$ cat src/rtl/div_sequencer_pkg.sv
// ============================================================================
//  Module   : div_sequencer_pkg
//  Purpose  : Shared types and constants for the execute-stage divide unit.
//  Revision : 1.0 - initial release
// ============================================================================
`default_nettype none

package div_sequencer_pkg;

    // Encoding matches funct3[1:0] of the M-extension divide opcodes
    typedef enum logic [1:0] {
        DIV_OP_DIV  = 2'b00,
        DIV_OP_DIVU = 2'b01,
        DIV_OP_REM  = 2'b10,
        DIV_OP_REMU = 2'b11
    } div_op_e;

    typedef enum logic [1:0] {
        DS_IDLE = 2'd0,
        DS_CALC = 2'd1,
        DS_FIX  = 2'd2,
        DS_DONE = 2'd3
    } div_state_e;

    localparam logic [1:0] S_IDLE = 2'd0;
    localparam logic [1:0] S_CALC = 2'd1;
    localparam logic [1:0] S_FIX  = 2'd2;
    localparam logic [1:0] S_DONE = 2'd3;

    localparam int DIV_ITER = 32;

    function automatic logic op_is_signed(input logic [1:0] op);
        return ~op[0];
    endfunction

    function automatic logic op_is_rem(input logic [1:0] op);
        return op[1];
    endfunction

endpackage

`default_nettype wire

$ cat src/rtl/div_sequencer_div_step.sv
// ============================================================================
//  Module   : div_step
//  Purpose  : One combinational radix-2 restoring division iteration.
//  Revision : 1.0 - initial release
// ============================================================================
`default_nettype none

module div_step #(
    parameter int XLEN = 32
) (
    input  logic [XLEN-1:0] i_rem,
    input  logic [XLEN-1:0] i_divisor,
    input  logic            i_bit,
    output logic [XLEN-1:0] o_rem,
    output logic            o_qbit
);

    logic [XLEN:0] w_shift;
    logic [XLEN:0] w_diff;

    // The shifted partial remainder is XLEN+1 bits; it is always below twice
    // the divisor, so the top bit of the difference is a true sign bit.
    assign w_shift = {i_rem, i_bit};
    assign w_diff  = w_shift - {1'b0, i_divisor};
    assign o_qbit  = ~w_diff[XLEN];
    assign o_rem   = o_qbit ? w_diff[XLEN-1:0] : w_shift[XLEN-1:0];

endmodule

`default_nettype wire

$ cat src/rtl/div_sequencer.sv
// ============================================================================
//  Module   : div_sequencer
//  Purpose  : Multi-cycle RV32M DIV/DIVU/REM/REMU unit with stall and flush.
//  Revision : 1.0 - initial release
// ============================================================================
`default_nettype none

module div_sequencer
    import div_sequencer_pkg::*;
#(
    parameter int XLEN         = 32,
    parameter bit FAST_PATH_EN = 1'b1
) (
    input  logic            clk,
    input  logic            rst,
    input  logic            req_valid,
    output logic            req_ready,
    input  logic [1:0]      op,
    input  logic [XLEN-1:0] dividend,
    input  logic [XLEN-1:0] divisor,
    input  logic            flush,
    output logic            stall,
    output logic            resp_valid,
    output logic [XLEN-1:0] result
);

    localparam int            c_CW   = $clog2(XLEN);
    localparam logic [c_CW-1:0] c_LAST = c_CW'(XLEN - 1);

    logic [1:0]      r_state;
    logic [c_CW-1:0] r_cnt;
    logic [XLEN-1:0] r_rem;
    logic [XLEN-1:0] r_quo;
    logic [XLEN-1:0] r_divisor;
    logic            r_neg_q;
    logic            r_neg_r;
    logic            r_is_rem;
    logic [XLEN-1:0] r_result;

    logic            w_accept;
    logic            w_signed;
    logic            w_a_neg;
    logic            w_b_neg;
    logic [XLEN-1:0] w_a_mag;
    logic [XLEN-1:0] w_b_mag;
    logic            w_div_zero;
    logic            w_ovf;
    logic            w_fast;
    logic [XLEN-1:0] w_fast_res;
    logic [XLEN-1:0] w_step_rem;
    logic            w_step_q;
    logic [XLEN-1:0] w_q_fix;
    logic [XLEN-1:0] w_r_fix;

    assign w_accept   = (r_state == S_IDLE) && req_valid && !flush;
    assign w_signed   = op_is_signed(op);
    assign w_a_neg    = w_signed & dividend[XLEN-1];
    assign w_b_neg    = w_signed & divisor[XLEN-1];
    assign w_a_mag    = w_a_neg ? (~dividend + 1'b1) : dividend;
    assign w_b_mag    = w_b_neg ? (~divisor + 1'b1) : divisor;
    assign w_div_zero = (divisor == '0);
    assign w_ovf      = w_signed && (dividend == {1'b1, {(XLEN-1){1'b0}}})
                        && (divisor == '1);
    assign w_fast     = FAST_PATH_EN && (w_div_zero || w_ovf);

    // Divide-by-zero: quotient all ones, remainder is the dividend.
    // Overflow: quotient equals the dividend (most negative), remainder zero.
    always_comb begin
        w_fast_res = '0;
        if (op_is_rem(op)) begin
            w_fast_res = w_div_zero ? dividend : '0;
        end else begin
            w_fast_res = w_div_zero ? '1 : dividend;
        end
    end

    div_step #(
        .XLEN (XLEN)
    ) u_step (
        .i_rem     (r_rem),
        .i_divisor (r_divisor),
        .i_bit     (r_quo[XLEN-1]),
        .o_rem     (w_step_rem),
        .o_qbit    (w_step_q)
    );

    assign w_q_fix = r_neg_q ? (~r_quo + 1'b1) : r_quo;
    assign w_r_fix = r_neg_r ? (~r_rem + 1'b1) : r_rem;

    always_ff @(posedge clk) begin
        if (rst) begin
            r_state   <= S_IDLE;
            r_cnt     <= '0;
            r_rem     <= '0;
            r_quo     <= '0;
            r_divisor <= '0;
            r_neg_q   <= 1'b0;
            r_neg_r   <= 1'b0;
            r_is_rem  <= 1'b0;
            r_result  <= '0;
        end else begin
            case (r_state)
                S_IDLE: begin
                    if (w_accept) begin
                        r_cnt     <= '0;
                        r_rem     <= '0;
                        r_quo     <= w_a_mag;
                        r_divisor <= w_b_mag;
                        // A zero divisor keeps the all-ones quotient unsigned
                        r_neg_q   <= (w_a_neg ^ w_b_neg) & ~w_div_zero;
                        r_neg_r   <= w_a_neg;
                        r_is_rem  <= op_is_rem(op);
                        if (w_fast) begin
                            r_result <= w_fast_res;
                            r_state  <= S_DONE;
                        end else begin
                            r_state  <= S_CALC;
                        end
                    end
                end
                S_CALC: begin
                    r_rem <= w_step_rem;
                    r_quo <= {r_quo[XLEN-2:0], w_step_q};
                    r_cnt <= r_cnt + 1'b1;
                    if (r_cnt == c_LAST) begin
                        r_state <= S_FIX;
                    end
                end
                S_FIX: begin
                    if (!flush) begin
                        r_result <= r_is_rem ? w_r_fix : w_q_fix;
                    end
                    r_state <= S_DONE;
                end
                default: begin
                    r_state <= S_IDLE;
                end
            endcase
            if (flush) begin
                r_state <= S_IDLE;
            end
        end
    end

    assign req_ready  = (r_state == S_IDLE);
    assign stall      = !rst && (w_accept || (r_state == S_CALC) || (r_state == S_FIX));
    assign resp_valid = (r_state == S_DONE) && !flush;
    assign result     = r_result;

endmodule

`default_nettype wire

$ cat config.mk
export PLATFORM = sky130hd
export DESIGN_NAME = div_sequencer
export DESIGN_NICKNAME = d
export VERILOG_FILES = /design/src/rtl/div_sequencer_pkg.sv /design/src/rtl/div_sequencer_div_step.sv /design/src/rtl/div_sequencer.sv
export SDC_FILE = /design/constraint.sdc
export NUM_CORES = 1
export LEC_CHECK = 0
export CAP_MARGIN = 20
export CORE_MARGIN = 2
export CORE_UTILIZATION = 60
export CTS_BUF_LIST = sky130_fd_sc_hd__clkbuf_8
export CTS_CLUSTER_SIZE = 12
export DETAILED_ROUTE_END_ITERATION = 16
export PLACE_DENSITY = 0.83
export SLEW_MARGIN = 20
export SYNTH_ARGS = -nofsm -noshare
export SYNTH_HDL_FRONTEND = slang
export SYNTH_SLANG_ARGS = --single-unit
$ cat constraint.sdc
create_clock -name clk -period 4 [get_ports clk]
set_input_delay 0.8 -clock clk [delete_from_list [all_inputs] [get_ports clk]]
set_output_delay 0.8 -clock clk [all_outputs]
set_load 0.03 [all_outputs]
== Word level (Yosys, flattened, before mapping) ==
Index checks and enable logic that the tools add are counted.
Operators by class
  reductions and logical operators: 20
  bitwise operators: 11
  eq/ne operators: 10
  muxes and demuxes: 23
  $add $sub $neg: 6
Operators with widths (count)
  two-way mux 32 bit: 14
  one-hot mux 32 bit (2 select lines): 3
  adder 32 x 1 -> 32 bit, second input constant: 4
  NOT 32 bit: 4
  == test 32 bit, second input constant: 2
  subtractor 33 x 32 -> 33 bit: 1
  zero test 32 bit: 1
  one-hot mux 5 bit (2 select lines): 1
  logical AND 1 bit: 6
  two-way mux 2 bit: 3
  one-hot mux 2 bit (3 select lines): 1
  AND reduction 2 bit: 3
  adder 5 x 1 -> 5 bit, second input constant: 1
  == test 5 bit, second input constant: 1
  two-way mux 5 bit: 1
  == test 2 bit, second input constant: 2
  inequality test 2 x 1 -> 1 bit, second input constant: 2
  inequality test 2 bit, second input constant: 2
  AND reduction 4 bit: 1
  nonzero test 2 bit: 2
  bitwise AND 1 bit: 3
  logical OR 1 bit: 3
  NOT 1 bit: 3
  == test 2 x 1 -> 1 bit, second input constant: 1
  other kinds (4): 5
Storage, ports and cells
  input port bits: 70
  logic and storage cells: 79
  output and inout port bits: 35
  flip-flop bits (word level): 138

== Longest topological paths before layout ==
  depth in word-level cells: 7
  depth in mapped cells: 14
  depth with buffers taken out: 13

== Hierarchy ==
From an unflattened synthesis, not the netlist that was laid out.
Unflattened totals
  cell total of the unflattened synthesis: 1458
  area total of the unflattened synthesis: 11348.4 µm²
By module, submodules not included
  div_sequencer: cells each 1153, instances 1, area an instance 8989.9 µm², seq. area each 2762.6 µm²
  div_step: cells each 305, instances 1, area an instance 2358.5 µm², seq. area each 0.0 µm²

== Least setup slack after synthesis ==
No wires, ideal clock.
  kind: input to register
  start: in dividend[12]
  end: reg r_result[30], in the netlist result[30]
  path buffers: 1
  arrival time: 3.218 ns
  library setup time: 0.132 ns
  stages: 11
  path slack: 0.651 ns
  cell sequence: or4_4 > or3_4 > or4_4 > nor2_2 > a31oi_1 > nand3b_4 > a21oi_4 > buf_6 > o21ai_0 > a21oi_1 > nor3_1
Between the ends
  word-level cells in the longest chain between the ends: 6
Ends and longest elaborated chain
  start, declared: RTL line div_sequencer.sv:19  | input logic [XLEN-1:0] dividend,
  == test 32 bit: RTL line div_sequencer.sv:62  | assign w_ovf = w_signed && (dividend == {1'b1, {(XLEN-1){1'b0}}})
  logical AND 1 bit: RTL line div_sequencer.sv:62
  logical AND 1 bit: RTL line div_sequencer.sv:63  | && (divisor == '1);
  logical OR 1 bit: RTL line div_sequencer.sv:64  | assign w_fast = FAST_PATH_EN && (w_div_zero || w_ovf);
  inequality test 2 x 1 -> 1 bit (no source line)
  AND reduction 4 bit (no source line)
  end signal, assigned: RTL line div_sequencer.sv:114  | r_result <= w_fast_res;
  end signal, assigned: RTL line div_sequencer.sv:131  | r_result <= r_is_rem ? w_r_fix : w_q_fix;
  end, declared: RTL line div_sequencer.sv:38  | logic [XLEN-1:0] r_result;
No other way between the ends.
A chain may end at the register's enable or synchronous reset.

== Worst setup path in the final report ==
  start: reg r_quo[31]
  end: reg r_rem[22]
Between the ends
  word-level cells in the longest chain between the ends: 3
Ends and longest elaborated chain
  start, declared: RTL line div_sequencer.sv:33  | logic [XLEN-1:0] r_quo;
  start signal, assigned: RTL line div_sequencer.sv:107  | r_quo <= w_a_mag;
  start signal, assigned: RTL line div_sequencer.sv:123  | r_quo <= {r_quo[XLEN-2:0], w_step_q};
  subtractor 33 x 32 -> 33 bit: RTL line div_sequencer_div_step.sv:24  | assign w_diff = w_shift - {1'b0, i_divisor};
  two-way mux 32 bit: RTL line div_sequencer_div_step.sv:26  | assign o_rem = o_qbit ? w_diff[XLEN-1:0] : w_shift[XLEN-1:0];
  one-hot mux 32 bit (2 select lines): RTL line div_sequencer.sv:102  | case (r_state)
  end signal, assigned: RTL line div_sequencer.sv:122  | r_rem <= w_step_rem;
  end, declared: RTL line div_sequencer.sv:32  | logic [XLEN-1:0] r_rem;
No other way between the ends.

==> impl_results.md <==
* Initial antenna violation count at 0
* Die height at 139.1 um
* Final setup fails at 0
* Total Neg Setup Slack at 0 ns
* # Post-CTS Setup Buffers at 0
* Pint at 2.343 mW
* Routed length per instance at 17.31 um
* H-tree depth at 4
* Std cell rows at 49
* EDFF count, synth at 0
* Max cap viols at 0
* Synth Area in Compound Gates at 29.33%
* Fin crit share at 89.26%
* Slack of the critical path at 0.4296 ns
* Max Clk Rate at 280.1 MHz
* Clk buf depth at 2
* Synth Area in Adders at 5.094%
* Clk Tree Root Cell: clkbuf_8
* TritonCTS clock tree: done
* First-pass GRT wire length at 53410 um
* Port Buffers at 104
* Ports at 105
* Nets at 1752
* Comb pwr share at 23.5%
* Total core area at 17960 sq um
* #FFs+latches synth at 138
* DRT iter0 DRCs at 1304
* Synthesized Nets at 1658
* Netlist Area Pre-Place at 10960 sq um
* Power per cell area at 273.5 nW/um^2
* Grt total ovfl at 0
* Num CTS Buffers at 17
* Die X at 139.1 um
* Async set-reset flop share out of synthesis at 0%
* Final std cells w/o fill at 1880
* Synth warn at 0
* Crit path DAT at 3.95 ns
* N_diodes at 0
* Skew-Pair Late Insertion Delay at 0.49 ns
* Pre-Repair DR Iteration Count at 6
* Final antenna-violating net count at 0
* DRT Wirelength at 32540 um
* Switching power at 1.179 mW
* Post-synthesis cell type count at 67
* Largest net degree at the start of global routing at 67
* Full die area at 19360 sq um
* Status: complete, no violations
* # placed instances at 1848
* Hold_buf cts at 0
* Vias/cell at 6.168
* Initial Utilization at 60.99%
* CTS resizes at 0
* Post-synth top flop: dfxtp_1
* Clk sinks at 138
* Sw Share at 33.47%
* Layout cell share with drive strength beyond 1 at 8.964%
* Syn_area_per_cell at 7.096 sq um
* Clock network power share at 34.5%
* Via count at 11.60k
* Clock slew at reported path FFs at 0.09 ns
* Final GP Congestion at 0.9571
* Kind of critical path: flop to flop
* Maximum vdd drop at 0.2597 mV
* Mux contribution to synthesized area at 0.5482%
* Leakage at 4.760 nW
* Layout area overhead at 17.54%
* Post-synthesis simple-gate area fraction at 23.56%
* Clk_skew at 0.01644 ns
* RSZ-0062 raised after global routing: false
* Startpoint Class: flop
* Vias in the first global route at 10.48k
* Residual DRC at 0
* Cell count after synthesis at 1544
* Pre-CTS WS at 0.03249 ns
* Sequential share of the synthesized area at 25.22%
* Dpl hpwl at 24390 um
* Global Route Usage Sum at 33.73%
* Area post-placement at 12470 sq um
* Worst relative slew slack at 27.31%
* Crit end category: flop
* Fin area at 12880 sq um
* Flop pwr share at 42.0%
* Pins Over Slew Limit at 0
* CP required at 4.38 ns
* Largest family of logic cells by synthesized area: compound AO/OA/AOI/OAI gates
* Post-Synth XOR/XNOR Area at 10.71%
* Pwr Total at 3.522 mW
* CP max FO at 20
* Post-route minimum period at 3.570 ns
* Hold crit path type: flop to flop
* Slew @ Worst Pin at 1.089 ns
* Final Hold Viols at 0
kinds of logic after synthesis:
family / after synthesis
and+or+nand+nor: 570
AOI/OAI and AO/OA: 502
buffers and inverters: 150
DFF: 138
xor gates and xnor gates: 134
adders and majority gates: 44
muxes: 6
routing by layer:
layer | vias to the layer above | wire, um | track usage (%)
met3 | 67 | 2558 | 5.732
li1 | 5690 | - | -
met5 | - | 0 | 0
met2 | 480 | 14610 | 53.20
met4 | 0 | 875 | 11.00
met1 | 5358 | 14490 | 47.06
critical path, stage by stage (launching register included):
cell	delay, ns
dfxtp_1	0.37
inv_1	0.13
ha_1	0.23
fa_1	0.38
nor2b_1	0.21
o2111ai_1	0.18
nand3_1	0.22
a31oi_1	0.16
o31a_1	0.33
a211o_1	0.37
xor2_4	0.19
buf_4	0.21
buf_4	0.18
nand2_1	0.06
o21ai_0	0.08
a22o_1	0.18
cell usage in the layout, fill, tap and decap left out, types with 11 or more instances in the layout:
cell type,count
nand2b_1,12
o31ai_1,28
nor4_1,12
a31oi_1,14
dfxtp_1,137
o21ai_0,129
clkbuf_8,18
inv_1,55
a211oi_1,59
ha_1,41
nand2_1,227
xnor2_1,80
a211oi_2,25
o211ai_1,14
or4_1,17
nor2b_1,11
nor2_1,182
xor2_1,53
buf_4,63
a21oi_1,164
or3_1,13
o41ai_1,14
nand3_1,19
and3_1,13
clkdlybuf4s50_1,103
nand4_1,13
nor3_1,19
synthesized netlist by cell type, types with 12 or more instances:
master,count,share of area (%)
nand2b_1,12,0.69
inv_1,54,1.9
a31oi_1,14,0.80
o31ai_1,28,1.9
o211ai_1,14,0.96
nand2_1,227,7.8
nor3_1,19,0.87
a211oi_2,25,2.9
o21ai_0,129,5.9
nor2_1,183,6.3
or3_1,13,0.74
xor2_1,54,4.3
clkbuf_1,78,2.7
xnor2_1,80,6.4
nand4_1,13,0.74
and3_1,13,0.74
ha_1,43,4.9
nor4_1,12,0.69
dfxtp_1,138,25
a21oi_1,165,7.5
a211oi_1,59,4.0
o41ai_1,14,1.1
nand3_1,19,0.87
or4_1,17,1.2
area by class of cell:
cell class / instances / area, sq um
clock buffers: 18 / 247.7
multi-input cells: 1256 / 7630
clock inverters: 14 / 158.9
well taps: 229 / 286.5
flip-flops and latches: 138 / 2764
repair buffers: 170 / 1584
fillers: 1484 / 5086
inverters: 55 / 206.4
per-stage QoR:
step | hold slack, ns | utilization (%)
global route | 0.4932 | 71.69
CTS | 0.4661 | 71.69
finish | 0.4612 | 71.69
floorplan | 0.4319 | -
global placement | 0.4410 | 69.42
detailed placement | 0.4549 | 69.42
power by group through the flow:
stage	clock (mW)	combinational [mW]	sequential (mW)
2_1_floorplan	0	0.544	1.48
3_3_place_gp	0	0.796	1.51
3_5_place_dp	0	0.808	1.51
4_1_cts	1.22	0.814	1.48
5_1_grt	1.28	0.912	1.49
6_report	1.21	0.827	1.48
state kept, by name, indices dropped and copies added, names as in the netlist:
signal / cells
r_divisor: 32
r_quo: 32
r_rem: 32
result: 32
r_cnt: 5
r_state: 2
r_is_rem: 1
r_neg_q: 1
r_neg_r: 1
worst paths after layout:
path / start / to / slack [ns] / depth (start not counted)
max: r_quo[31] / r_rem[22] / 0.43 / 15
min: r_divisor[31] / r_divisor[31] / 0.46 / 2
max reg2reg: r_quo[31] / r_rem[22] / 0.43 / 15
min reg2reg: r_divisor[31] / r_divisor[31] / 0.46 / 2
Note: power is estimated with default switching activity, not from simulation.
